<file path="config.mk">
export PLATFORM = sky130hd
export DESIGN_NAME = perceptron_seq
export DESIGN_NICKNAME = d
export VERILOG_FILES = /design/src/rtl/dnnbp_pkg.sv /design/src/rtl/perceptron_seq.sv
export SDC_FILE = /design/constraint.sdc
export NUM_CORES = 1
export LEC_CHECK = 0
export BUFFER_PORTS_ARGS = -buffer_cell sky130_fd_sc_hd__buf_2
export CAP_MARGIN = 20
export CORE_AREA = 5 5 186 188
export CTS_BUF_LIST = sky130_fd_sc_hd__clkbuf_8
export DETAILED_ROUTE_END_ITERATION = 10
export DIE_AREA = 0 0 191 193
export GPL_TIMING_DRIVEN = 0
export PLACE_DENSITY = 0.61
export SETUP_SLACK_MARGIN = 0.02
export SYNTH_ARGS = -nofsm -noshare
export SYNTH_HDL_FRONTEND = slang
export SYNTH_SLANG_ARGS = --single-unit
</file>
<file path="constraint.sdc">
create_clock -name clk -period 1.76 [get_ports clk]
set_clock_uncertainty 0.15 [all_clocks]
set_input_delay 0.352 -clock clk [delete_from_list [all_inputs] [get_ports clk]]
set_output_delay 0.352 -clock clk [all_outputs]
set_load 0.03 [all_outputs]
</file>
<file path="src/rtl/dnnbp_pkg.sv">
// Shared constants and types for the DNN back-prop datapath blocks.
// Q8.24 word format, layer sequencer state encoding, index-width helper.
package dnnbp_pkg;

  localparam int unsigned WIDTH = 32;
  localparam int unsigned FRAC  = 24;

  typedef enum logic [2:0] {
    IDLE  = 3'd0,
    FETCH = 3'd1,
    LOAD  = 3'd2,
    WAIT  = 3'd3,
    STORE = 3'd4,
    DONE  = 3'd5
  } seq_state_e;

  // Bits needed to index n items, never less than one.
  function automatic int unsigned idx_w(input int unsigned n);
    return (n > 1) ? $clog2(n) : 1;
  endfunction

endpackage

</file>
<file path="src/rtl/perceptron_seq.sv">
// Time-multiplexes one external perceptron across NEURON neurons of a layer,
// fetching per-neuron weights/bias from a synchronous weight memory.
module perceptron_seq
  import dnnbp_pkg::*;
#(
  parameter int unsigned NUM      = 2,
  parameter int unsigned WIDTH    = dnnbp_pkg::WIDTH,
  parameter int unsigned NEURON   = 4,
  parameter int unsigned PERC_LAT = 1
) (
  input  logic                          clk,
  input  logic                          rst,
  input  logic                          start,
  input  logic [NUM*WIDTH-1:0]          i_k,
  output logic                          busy,
  output logic                          done,
  output logic [NEURON*WIDTH-1:0]       o_y,
  output logic [idx_w(NEURON)-1:0]      mem_addr,
  output logic                          mem_rd,
  input  logic [(NUM+1)*WIDTH-1:0]      mem_data,
  output logic                          p_wr,
  output logic [NUM*WIDTH-1:0]          p_k,
  output logic [NUM*WIDTH-1:0]          p_w,
  output logic [WIDTH-1:0]              p_b,
  input  logic [WIDTH-1:0]              p_o
);

  localparam int unsigned AW = idx_w(NEURON);
  localparam int unsigned CW = idx_w(PERC_LAT);
  localparam logic [AW-1:0] LAST_N   = AW'(NEURON - 1);
  localparam logic [CW-1:0] CNT_INIT = CW'(PERC_LAT - 1);

  seq_state_e            state_q, state_d;
  logic [AW-1:0]         n_q, n_d;
  logic [CW-1:0]         cnt_q, cnt_d;
  logic [NUM*WIDTH-1:0]  w_q;
  logic [WIDTH-1:0]      b_q;

  // Next-state, neuron index and wait counter.
  always_comb begin
    state_d = state_q;
    n_d     = n_q;
    cnt_d   = cnt_q;
    unique case (state_q)
      IDLE: begin
        if (start) begin
          state_d = FETCH;
          n_d     = '0;
        end
      end
      FETCH: state_d = LOAD;
      LOAD: begin
        if (PERC_LAT == 1) begin
          state_d = STORE;
        end else begin
          state_d = WAIT;
          cnt_d   = CNT_INIT;
        end
      end
      WAIT: begin
        if (cnt_q == CW'(1)) begin
          state_d = STORE;
        end else begin
          cnt_d = cnt_q - CW'(1);
        end
      end
      STORE: begin
        if (n_q == LAST_N) begin
          state_d = DONE;
        end else begin
          state_d = FETCH;
          n_d     = n_q + AW'(1);
        end
      end
      DONE:    state_d = IDLE;
      default: state_d = IDLE;
    endcase
  end

  always_ff @(posedge clk) begin
    if (rst) begin
      state_q <= IDLE;
      n_q     <= '0;
      cnt_q   <= '0;
    end else begin
      state_q <= state_d;
      n_q     <= n_d;
      cnt_q   <= cnt_d;
    end
  end

  // Strobes are registered from the next state so they line up with it.
  always_ff @(posedge clk) begin
    if (rst) begin
      busy     <= 1'b0;
      done     <= 1'b0;
      mem_rd   <= 1'b0;
      p_wr     <= 1'b0;
      mem_addr <= '0;
      p_k      <= '0;
      w_q      <= '0;
      b_q      <= '0;
      o_y      <= '0;
    end else begin
      busy   <= (state_d != IDLE);
      done   <= (state_d == DONE);
      mem_rd <= (state_d == FETCH);
      p_wr   <= (state_d == LOAD);
      if (state_d == FETCH) begin
        mem_addr <= n_d;
      end
      if (state_q == IDLE && start) begin
        p_k <= i_k;
      end
      if (state_q == LOAD) begin
        w_q <= mem_data[NUM*WIDTH-1:0];
        b_q <= mem_data[NUM*WIDTH +: WIDTH];
      end
      for (int unsigned s = 0; s < NEURON; s++) begin
        if (state_q == STORE && n_q == AW'(s)) begin
          o_y[s*WIDTH +: WIDTH] <= p_o;
        end
      end
    end
  end

  // Memory read data reaches the perceptron in the LOAD cycle itself, then held.
  assign p_w = (state_q == LOAD) ? mem_data[NUM*WIDTH-1:0]       : w_q;
  assign p_b = (state_q == LOAD) ? mem_data[NUM*WIDTH +: WIDTH]  : b_q;

endmodule

</file>
==> metrics.txt, run 1 <==
# TYPE chip_impl_metric gauge
chip_impl_metric{name="cellPowerDensity",unit="nW/um^2"} 877
chip_impl_metric{name="routed_wirelength",unit="um"} 44700
chip_impl_info{name="min_from",value="mem_data[63]"} 1
chip_impl_metric{name="clk_pin_slew",unit="ns"} 0.06
chip_impl_metric{name="layout.cell_area.non_filler",unit="sq um"} 18600
chip_impl_metric{name="synth_seq_cells",unit=""} 300
chip_impl_metric{name="clock_power_share",unit="%"} 40.4
chip_impl_metric{name="slew-limit-headroom",unit="%"} 50.1
chip_impl_metric{name="dp_hpwl",unit="um"} 31300
chip_impl_metric{name="syn_inst",unit=""} 1176
chip_impl_metric{name="netlist.area_leader.share",unit="%"} 52.5
chip_impl_metric{name="clock.fmax",unit="MHz"} 371
chip_impl_metric{name="globalRouteTotalUtil",unit="%"} 22.4
chip_impl_metric{name="total_power",unit="mW"} 16.3
chip_impl_metric{name="finalNetCount",unit=""} 2058
chip_impl_metric{name="syn_to_final_growth",unit="%"} 62.5
chip_impl_metric{name="core_area",unit="sq um"} 32900
chip_impl_info{name="layout.cells.most_common",value="sky130_fd_sc_hd__buf_2"} 1
chip_impl_metric{name="synth_nets",unit=""} 1371
chip_impl_metric{name="max_stage_delay",unit="ns"} 0.37
chip_impl_info{name="highest_count_cells_in_the_layout_ignoring_fill_and_taps",value="sky130_fd_sc_hd__buf_2 (407), sky130_fd_sc_hd__dfxtp_1 (297), sky130_fd_sc_hd__a21oi_1 (128)"} 1
chip_impl_metric{name="switchingPower",unit="mW"} 4.35
chip_impl_info{name="cell_type_with_the_highest_occurrence_count_on_the_critical_path",value="sky130_fd_sc_hd__buf_12"} 1
chip_impl_metric{name="rows",unit=""} 67
chip_impl_metric{name="placed_area",unit="sq um"} 14600
chip_impl_metric{name="routabilityCongestion",unit=""} 0.903
chip_impl_metric{name="drt_drc_violations_left",unit=""} 0
chip_impl_info{name="worst_r2r_startpoint",value="state_q[2]"} 1
chip_impl_info{name="timing.hold.worst.class",value="in -> reg"} 1
chip_impl_metric{name="arrival",unit="ns"} 2.19
chip_impl_metric{name="finalHoldViolCount",unit=""} 30
chip_impl_metric{name="synthAdderAreaFrac",unit="%"} 0
chip_impl_metric{name="drive_above_1_share",unit="%"} 43.2
chip_impl_info{name="grt_setup_unrepaired",value="yes"} 1
chip_impl_metric{name="crit_buf_inv",unit=""} 5
chip_impl_metric{name="cts.sinks",unit=""} 300
chip_impl_info{name="synth_top_cell_by_area",value="sky130_fd_sc_hd__dfxtp_1"} 1
chip_impl_metric{name="synth-xor-area-share",unit="%"} 0.0766
chip_impl_info{name="ctsRootBufferMaster",value="sky130_fd_sc_hd__clkbuf_8"} 1
chip_impl_metric{name="setup_slack",unit="ns"} -0.933
chip_impl_metric{name="synth_warnings",unit=""} 0
chip_impl_metric{name="sequential_fraction_of_the_synthesis_area",unit="%"} 52.5
chip_impl_info{name="critical_path.top_delay_family",value="buffers and inverters"} 1
chip_impl_metric{name="detailroute.via_count",unit=""} 11300
chip_impl_metric{name="drt_iter0_markers",unit=""} 489
chip_impl_info{name="largest_cells_by_area_after_synthesis",value="sky130_fd_sc_hd__dfxtp_1 (53%), sky130_fd_sc_hd__mux2_2 (9.5%), sky130_fd_sc_hd__a21oi_1 (5.8%)"} 1
chip_impl_metric{name="timing.critical_path.fanout_max",unit=""} 6
chip_impl_metric{name="synthDistinctLibCells",unit=""} 36
chip_impl_metric{name="fp.dieArea",unit="sq um"} 36900
chip_impl_metric{name="power.sequential.fraction",unit="%"} 43.4
chip_impl_metric{name="report.final.slew_viol_count",unit=""} 0
chip_impl_metric{name="synth_enable_flop_cells",unit=""} 0
chip_impl_metric{name="synth_compound_gate_area_share",unit="%"} 9.10
chip_impl_metric{name="critPathRequiredTime",unit="ns"} 1.26
chip_impl_metric{name="cts_buffers",unit=""} 52
chip_impl_metric{name="worstMarginPinSlew",unit="ns"} 0.748
chip_impl_metric{name="finalCritPeriodShare",unit="%"} 153
chip_impl_info{name="run_status",value="complete, but fails checks"} 1
chip_impl_info{name="end_kind",value="output port"} 1
chip_impl_metric{name="cts-root-to-sink-buffers",unit=""} 3
chip_impl_info{name="synth_top_flop_cell",value="sky130_fd_sc_hd__dfxtp_1"} 1
chip_impl_metric{name="grt_remaining_overflow",unit=""} 0
chip_impl_metric{name="sum_of_negative_setup_slack",unit="ns"} -101.98
chip_impl_metric{name="global_route_wire_length_before_repair",unit="um"} 65200
chip_impl_metric{name="number_of_global_route_vias_before_repair",unit=""} 11400
chip_impl_metric{name="setup_viol",unit=""} 332
chip_impl_metric{name="vias_per_cell",unit=""} 4.80
chip_impl_metric{name="htree_levels",unit=""} 2
chip_impl_info{name="synth_top_family_by_area",value="simple AND/OR/NAND/NOR gates"} 1
chip_impl_metric{name="final.hold.worst_slack",unit="ns"} -0.0126
chip_impl_metric{name="dr.pass1.iters",unit=""} 5
chip_impl_metric{name="clk-insertion-delay-late",unit="ns"} 0.60
chip_impl_info{name="failed_checks",value="hold timing, setup timing"} 1
chip_impl_metric{name="die_h",unit="um"} 193
chip_impl_metric{name="post_synth_instance_area",unit="sq um"} 11400
chip_impl_metric{name="detail-route-antenna-nets",unit=""} 0
chip_impl_metric{name="syn_area_per_cell",unit="sq um"} 9.72
chip_impl_metric{name="power.combinational.fraction",unit="%"} 16.2
chip_impl_metric{name="netSwitchingFraction",unit="%"} 26.7
chip_impl_metric{name="max_cap_violations",unit=""} 0
chip_impl_metric{name="synth_mux_area_share",unit="%"} 15.1
chip_impl_metric{name="detail_route.wl_per_cell",unit="um"} 19.1
chip_impl_metric{name="fin_crit",unit="ns"} 2.69
chip_impl_metric{name="initial_core_util",unit="%"} 34.7
chip_impl_info{name="worstSetupPathType",value="reg -> out"} 1
chip_impl_info{name="critical_path.cell_chain",value="nor3b_4, buf_12, buf_12, buf_8, buf_12, mux2_4, buf_8"} 1
chip_impl_metric{name="num_antenna_cells",unit=""} 0
chip_impl_info{name="cp-startpoint",value="state_q[2]"} 1
chip_impl_metric{name="io_pins",unit=""} 489
chip_impl_info{name="critical-path-slowest-cell",value="sky130_fd_sc_hd__dfxtp_4"} 1
chip_impl_metric{name="number_of_i_o_port_buffers",unit=""} 487
chip_impl_metric{name="intPower",unit="mW"} 11.9
chip_impl_metric{name="postCtsHoldBufs",unit=""} 97
chip_impl_metric{name="dieWidth",unit="um"} 191
chip_impl_metric{name="synthArstFlopShare",unit="%"} 0
chip_impl_metric{name="worst_ir_drop_vdd",unit="V"} 0.000698
chip_impl_info{name="cp-start-kind",value="flip-flop"} 1
chip_impl_metric{name="yosys.area_share.simple",unit="%"} 18.9
chip_impl_metric{name="cellLeakagePower",unit="nW"} 8.56
chip_impl_info{name="tritoncts_clock_tree",value="done"} 1
chip_impl_metric{name="grt_antenna_before_repair",unit=""} 0
chip_impl_metric{name="grt_start_max_net_pins",unit=""} 14
## worst register-to-register path, cell delays in order (launching register included)
cell and delay [ns]:
sky130_fd_sc_hd__dfxtp_4 0.37, sky130_fd_sc_hd__nor3b_4 0.23, sky130_fd_sc_hd__buf_12 0.14, sky130_fd_sc_hd__buf_12 0.13, sky130_fd_sc_hd__buf_4 0.12, sky130_fd_sc_hd__buf_12 0.12
sky130_fd_sc_hd__mux2_4 0.31, sky130_fd_sc_hd__buf_4 0.13, sky130_fd_sc_hd__nor2b_1 0.12
## repair_timing
| action | 4_1_cts | 5_1_grt |
|---|---|---|
| setup endpoints to repair | 383 | 389 |
| resized for setup | 241 | 256 |
| hold endpoints to repair | 289 | 41 |
| pin swaps | 2 | 7 |
| buffers inserted | 13 | 22 |
| gates cloned | 1 | 16 |
## layout make-up
type | instances | area, sq um
well taps | 448 | 561
multi-input cells | 773 | 5440
plain buffers | 99 | 840
repair buffers | 634 | 4640
fillers | 2853 | 14400
clock inverters | 18 | 133
clock buffers | 68 | 936
flip-flops and latches | 300 | 6010
inverters | 3 | 11.3
## state kept, by name (all words and copies together) (netlist names)
signal	flops
mem_addr	2
mem_rd	1
n_q	2
o_y	128
busy	1
state_q	3
b_q	32
w_q	64
p_wr	1
p_k	64
done	1
cnt_q	1
## kinds of logic (layout without fill, tap and decap cells)
family,Yosys count,after routing
xor gates and xnor gates,1,1
and+or+nand+nor,407,407
buffers and inverters,103,822
muxes,160,160
AOI/OAI and AO/OA,205,205
DFF,300,300
## per-layer routing
| layer | GRT usage (%) | routed length, um | up-vias |
|---|---|---|---|
| li1 | - | - | 5340 |
| met1 | 27.2 | 17700 | 5382 |
| met2 | 38.6 | 22100 | 445 |
| met3 | 6.10 | 3470 | 86 |
| met4 | 7.73 | 1430 | 0 |
| met5 | 0 | 0 | - |
## through the flow
stage / util [%] / instances / hold WS [ns] / setup WS, ns
CTS: 53.3 / 2308 / -0.0714 / -1.02
finish: 56.4 / 2343 / -0.0126 / -0.933
detailed placement: 44.3 / 2111 / 0.293 / -1.18
floorplan: - / 1176 / 0.291 / -0.0925
global placement: 44.3 / 2111 / 0.289 / -1.14
global route: 56.4 / 2343 / -0.0370 / -1.02
## power by group through the flow
stage	clock network [mW]	logic [mW]	registers (mW)
after global placement	0	1.93	7.20
final	6.58	2.64	7.07
after CTS	6.73	2.34	7.06
after floorplan	0	0.970	7.42
after global routing	7.05	2.80	7.08
after detailed placement	0	1.93	7.20
## synthesized netlist by cell type, drive strengths merged, types with 3 or more instances
cell and count:
nand2 128, dfxtp 300, buf 38, mux2 96, mux2i 64, a21oi 132, nand3 66, nand2b 98
o21ai 66, clkbuf 62, nor2b 97, nor2 5, inv 3
## worst paths after layout
path	cells past startpoint	to	slack, ns
worst max-delay path	7	p_w[61]	-0.93
worst min-delay path	3	w_q[63]	-0.01
worst min register to register	2	p_k[29]	0.30
worst max register to register	8	w_q[53]	-0.22
Power figures use the tool's default switching activity.
==> run 2: changes to the inputs <==
==> constraint.sdc (replaced) <==
create_clock -name clk -period 1.76 [get_ports clk]
set_clock_uncertainty 0.15 [all_clocks]
set_input_delay 0.088 -clock clk [delete_from_list [all_inputs] [get_ports clk]]
set_output_delay 0.088 -clock clk [all_outputs]
set_load 0.03 [all_outputs]
==> metrics.txt, run 2 (synthesis gave the netlist of run 1 again) <==
# TYPE chip_impl_metric gauge
chip_impl_info{name="end_kind",value="output port"} 1
chip_impl_info{name="run_status",value="complete, but fails checks"} 1
chip_impl_metric{name="grt_antenna_before_repair",unit=""} 0
chip_impl_metric{name="dp_hpwl",unit="um"} 30800
chip_impl_metric{name="cellLeakagePower",unit="nW"} 8.66
chip_impl_metric{name="syn_to_final_growth",unit="%"} 64.4
chip_impl_info{name="cp-start-kind",value="flip-flop"} 1
chip_impl_metric{name="number_of_i_o_port_buffers",unit=""} 487
chip_impl_metric{name="grt_start_max_net_pins",unit=""} 14
chip_impl_metric{name="number_of_global_route_vias_before_repair",unit=""} 11500
chip_impl_metric{name="drt_drc_violations_left",unit=""} 0
chip_impl_info{name="layout.cells.most_common",value="sky130_fd_sc_hd__buf_2"} 1
chip_impl_metric{name="finalCritPeriodShare",unit="%"} 138
chip_impl_info{name="worstSetupPathType",value="reg -> out"} 1
chip_impl_metric{name="drt_iter0_markers",unit=""} 598
chip_impl_metric{name="setup_viol",unit=""} 315
chip_impl_metric{name="final.hold.worst_slack",unit="ns"} 0.161
chip_impl_metric{name="max_stage_delay",unit="ns"} 0.36
chip_impl_info{name="highest_count_cells_in_the_layout_ignoring_fill_and_taps",value="sky130_fd_sc_hd__buf_2 (416), sky130_fd_sc_hd__dfxtp_1 (298), sky130_fd_sc_hd__dlygate4sd3_1 (194)"} 1
chip_impl_metric{name="utilization",unit="%"} 57.1
chip_impl_info{name="failed_checks",value="setup timing"} 1
chip_impl_metric{name="rows",unit=""} 67
chip_impl_metric{name="cts.sinks",unit=""} 300
chip_impl_metric{name="vias_per_cell",unit=""} 4.82
chip_impl_metric{name="core_area",unit="sq um"} 32900
chip_impl_metric{name="intPower",unit="mW"} 11.3
chip_impl_metric{name="finalNetCount",unit=""} 2138
chip_impl_metric{name="initial_core_util",unit="%"} 34.7
chip_impl_metric{name="detailroute.via_count",unit=""} 11700
chip_impl_metric{name="switchingPower",unit="mW"} 4.32
chip_impl_metric{name="clk-insertion-delay-late",unit="ns"} 0.59
chip_impl_info{name="critical_path.cell_chain",value="nor3b_4, buf_12, buf_12, clkbuf_16, mux2_4, buf_6"} 1
chip_impl_info{name="timing.hold.worst.class",value="in -> reg"} 1
chip_impl_metric{name="detail_route.wl_per_cell",unit="um"} 19.8
chip_impl_metric{name="critPathRequiredTime",unit="ns"} 1.52
chip_impl_metric{name="global_route_wire_length_before_repair",unit="um"} 66700
chip_impl_metric{name="power.combinational.fraction",unit="%"} 17.2
chip_impl_metric{name="slew-limit-headroom",unit="%"} 54.0
chip_impl_metric{name="largest_reg_flops",unit=""} 128
chip_impl_metric{name="setup_slack",unit="ns"} -0.667
chip_impl_info{name="grt_setup_unrepaired",value="yes"} 1
chip_impl_metric{name="drive_above_1_share",unit="%"} 37.5
chip_impl_metric{name="cts-root-to-sink-buffers",unit=""} 3
chip_impl_metric{name="cts_buffers",unit=""} 52
chip_impl_metric{name="fp.dieArea",unit="sq um"} 36900
chip_impl_info{name="ctsRootBufferMaster",value="sky130_fd_sc_hd__clkbuf_8"} 1
chip_impl_metric{name="cellPowerDensity",unit="nW/um^2"} 833
chip_impl_metric{name="arrival",unit="ns"} 2.19
chip_impl_info{name="cell_type_with_the_highest_occurrence_count_on_the_critical_path",value="sky130_fd_sc_hd__buf_12"} 1
chip_impl_info{name="tritoncts_clock_tree",value="done"} 1
chip_impl_metric{name="detail-route-antenna-nets",unit=""} 0
chip_impl_metric{name="clock.fmax",unit="MHz"} 412
chip_impl_info{name="biggestRegsByFlops",value="o_y x128, p_k x64, w_q x64"} 1
chip_impl_metric{name="dr.pass1.iters",unit=""} 5
chip_impl_metric{name="htree_levels",unit=""} 2
chip_impl_metric{name="max_cap_violations",unit=""} 0
chip_impl_metric{name="report.final.slew_viol_count",unit=""} 0
chip_impl_info{name="critical_path.top_delay_family",value="buffers and inverters"} 1
chip_impl_metric{name="clk_pin_slew",unit="ns"} 0.06
chip_impl_metric{name="finalHoldViolCount",unit=""} 0
chip_impl_metric{name="worstMarginPinSlew",unit="ns"} 0.690
chip_impl_metric{name="grt_remaining_overflow",unit=""} 0
chip_impl_metric{name="power.sequential.fraction",unit="%"} 45.1
chip_impl_metric{name="netSwitchingFraction",unit="%"} 27.6
chip_impl_info{name="largest_register",value="o_y"} 1
chip_impl_metric{name="worst_ir_drop_vdd",unit="V"} 0.000628
chip_impl_metric{name="routed_wirelength",unit="um"} 47900
chip_impl_metric{name="total_power",unit="mW"} 15.7
chip_impl_metric{name="crit_buf_inv",unit=""} 4
chip_impl_metric{name="num_antenna_cells",unit=""} 0
chip_impl_metric{name="routabilityCongestion",unit=""} 0.829
chip_impl_metric{name="io_pins",unit=""} 489
chip_impl_metric{name="layout.cell_area.non_filler",unit="sq um"} 18800
chip_impl_metric{name="die_h",unit="um"} 193
chip_impl_metric{name="globalRouteTotalUtil",unit="%"} 23.0
chip_impl_metric{name="dieWidth",unit="um"} 191
chip_impl_metric{name="fin_crit",unit="ns"} 2.43
chip_impl_info{name="critical-path-slowest-cell",value="sky130_fd_sc_hd__dfxtp_4"} 1
chip_impl_metric{name="clock_power_share",unit="%"} 37.6
chip_impl_metric{name="placed_area",unit="sq um"} 14400
chip_impl_metric{name="timing.critical_path.fanout_max",unit=""} 8
==> run 2: cell count changes in the layout (fill, tap and decap cells not counted), moves of 5 or more <==
cell                            before  now
sky130_fd_sc_hd__o21ai_2            20    0
sky130_fd_sc_hd__o21ai_0            11   46
sky130_fd_sc_hd__inv_1              14   19
sky130_fd_sc_hd__nand2_1           117  128
sky130_fd_sc_hd__nand2_2            11    0
sky130_fd_sc_hd__clkbuf_2           13    5
sky130_fd_sc_hd__clkbuf_8           68   61
sky130_fd_sc_hd__buf_8              10    2
sky130_fd_sc_hd__clkbuf_1           38   49
sky130_fd_sc_hd__clkbuf_16          15    6
sky130_fd_sc_hd__buf_2             407  416
sky130_fd_sc_hd__buf_6             103   98
sky130_fd_sc_hd__dlygate4sd3_1      97  194
sky130_fd_sc_hd__o21ai_1            33   20
==> run 2: stage by stage <==
step,cells,TNS [ns],setup WS (ns)
after floorplan,1176,-2.23,-0.0508
after global placement,2111,-169.99,-0.958
after detailed placement,2111,-174.42,-0.982
after CTS,2398,-129.95,-0.733
after global routing,2418,-108.67,-0.759
final,2418,-79.52,-0.667
==> run 2: routing by layer <==
metal  routed length (um)  global-route usage [%]  up-vias
li1                     -                       -     5481
met1                18300                    26.7     5573
met2                23600                    39.4      470
met3                 3590                    6.54      137
met4                 2390                    10.5        0
met5                    0                       0        -
==> run 2: power by group through the flow <==
| stage | clock network, mW | logic [mW] | registers (mW) |
|---|---|---|---|
| 2_1_floorplan | 0 | 0.927 | 7.42 |
| 3_3_place_gp | 0 | 1.87 | 7.19 |
| 3_5_place_dp | 0 | 1.88 | 7.20 |
| 4_1_cts | 6.02 | 2.46 | 7.06 |
| 5_1_grt | 6.36 | 2.84 | 7.08 |
| 6_report | 5.89 | 2.70 | 7.07 |
==> run 2: worst paths after layout <==
check / depth (start not counted) / startpoint / endpoint / slack, ns
worst max register to register: 8 / state_q[2] / w_q[32] / -0.28
worst min register to register: 2 / p_k[58] / p_k[58] / 0.30
worst max-delay path: 6 / state_q[2] / p_w[37] / -0.67
worst min-delay path: 4 / i_k[9] / p_k[9] / 0.16
==> run 2: layout make-up <==
cell class | instances | area (sq um)
inverters | 3 | 11.3
plain buffers | 98 | 663
repair buffers | 715 | 5350
clock buffers | 61 | 840
fillers | 2796 | 14100
well taps | 448 | 561
flip-flops and latches | 300 | 6010
clock inverters | 20 | 83.8
multi-input cells | 773 | 5280
==> run 2: timing repair <==
| action | 4_1_cts | 5_1_grt |
|---|---|---|
| pin swaps | 1 | 2 |
| resized for setup | 207 | 176 |
| endpoints found under the setup margin | 382 | 393 |
| hold buffers | 193 | 1 |
| gates cloned | 2 | 7 |
| setup buffers | 11 | 15 |
| endpoints found under the hold margin | 294 | 4 |
==> run 2: worst min-delay path: stages <==
cell and delay, ns:
sky130_fd_sc_hd__dlygate4sd3_1 0.53, sky130_fd_sc_hd__buf_2 0.12, sky130_fd_sc_hd__nand2_1 0.04, sky130_fd_sc_hd__a21oi_1 0.05
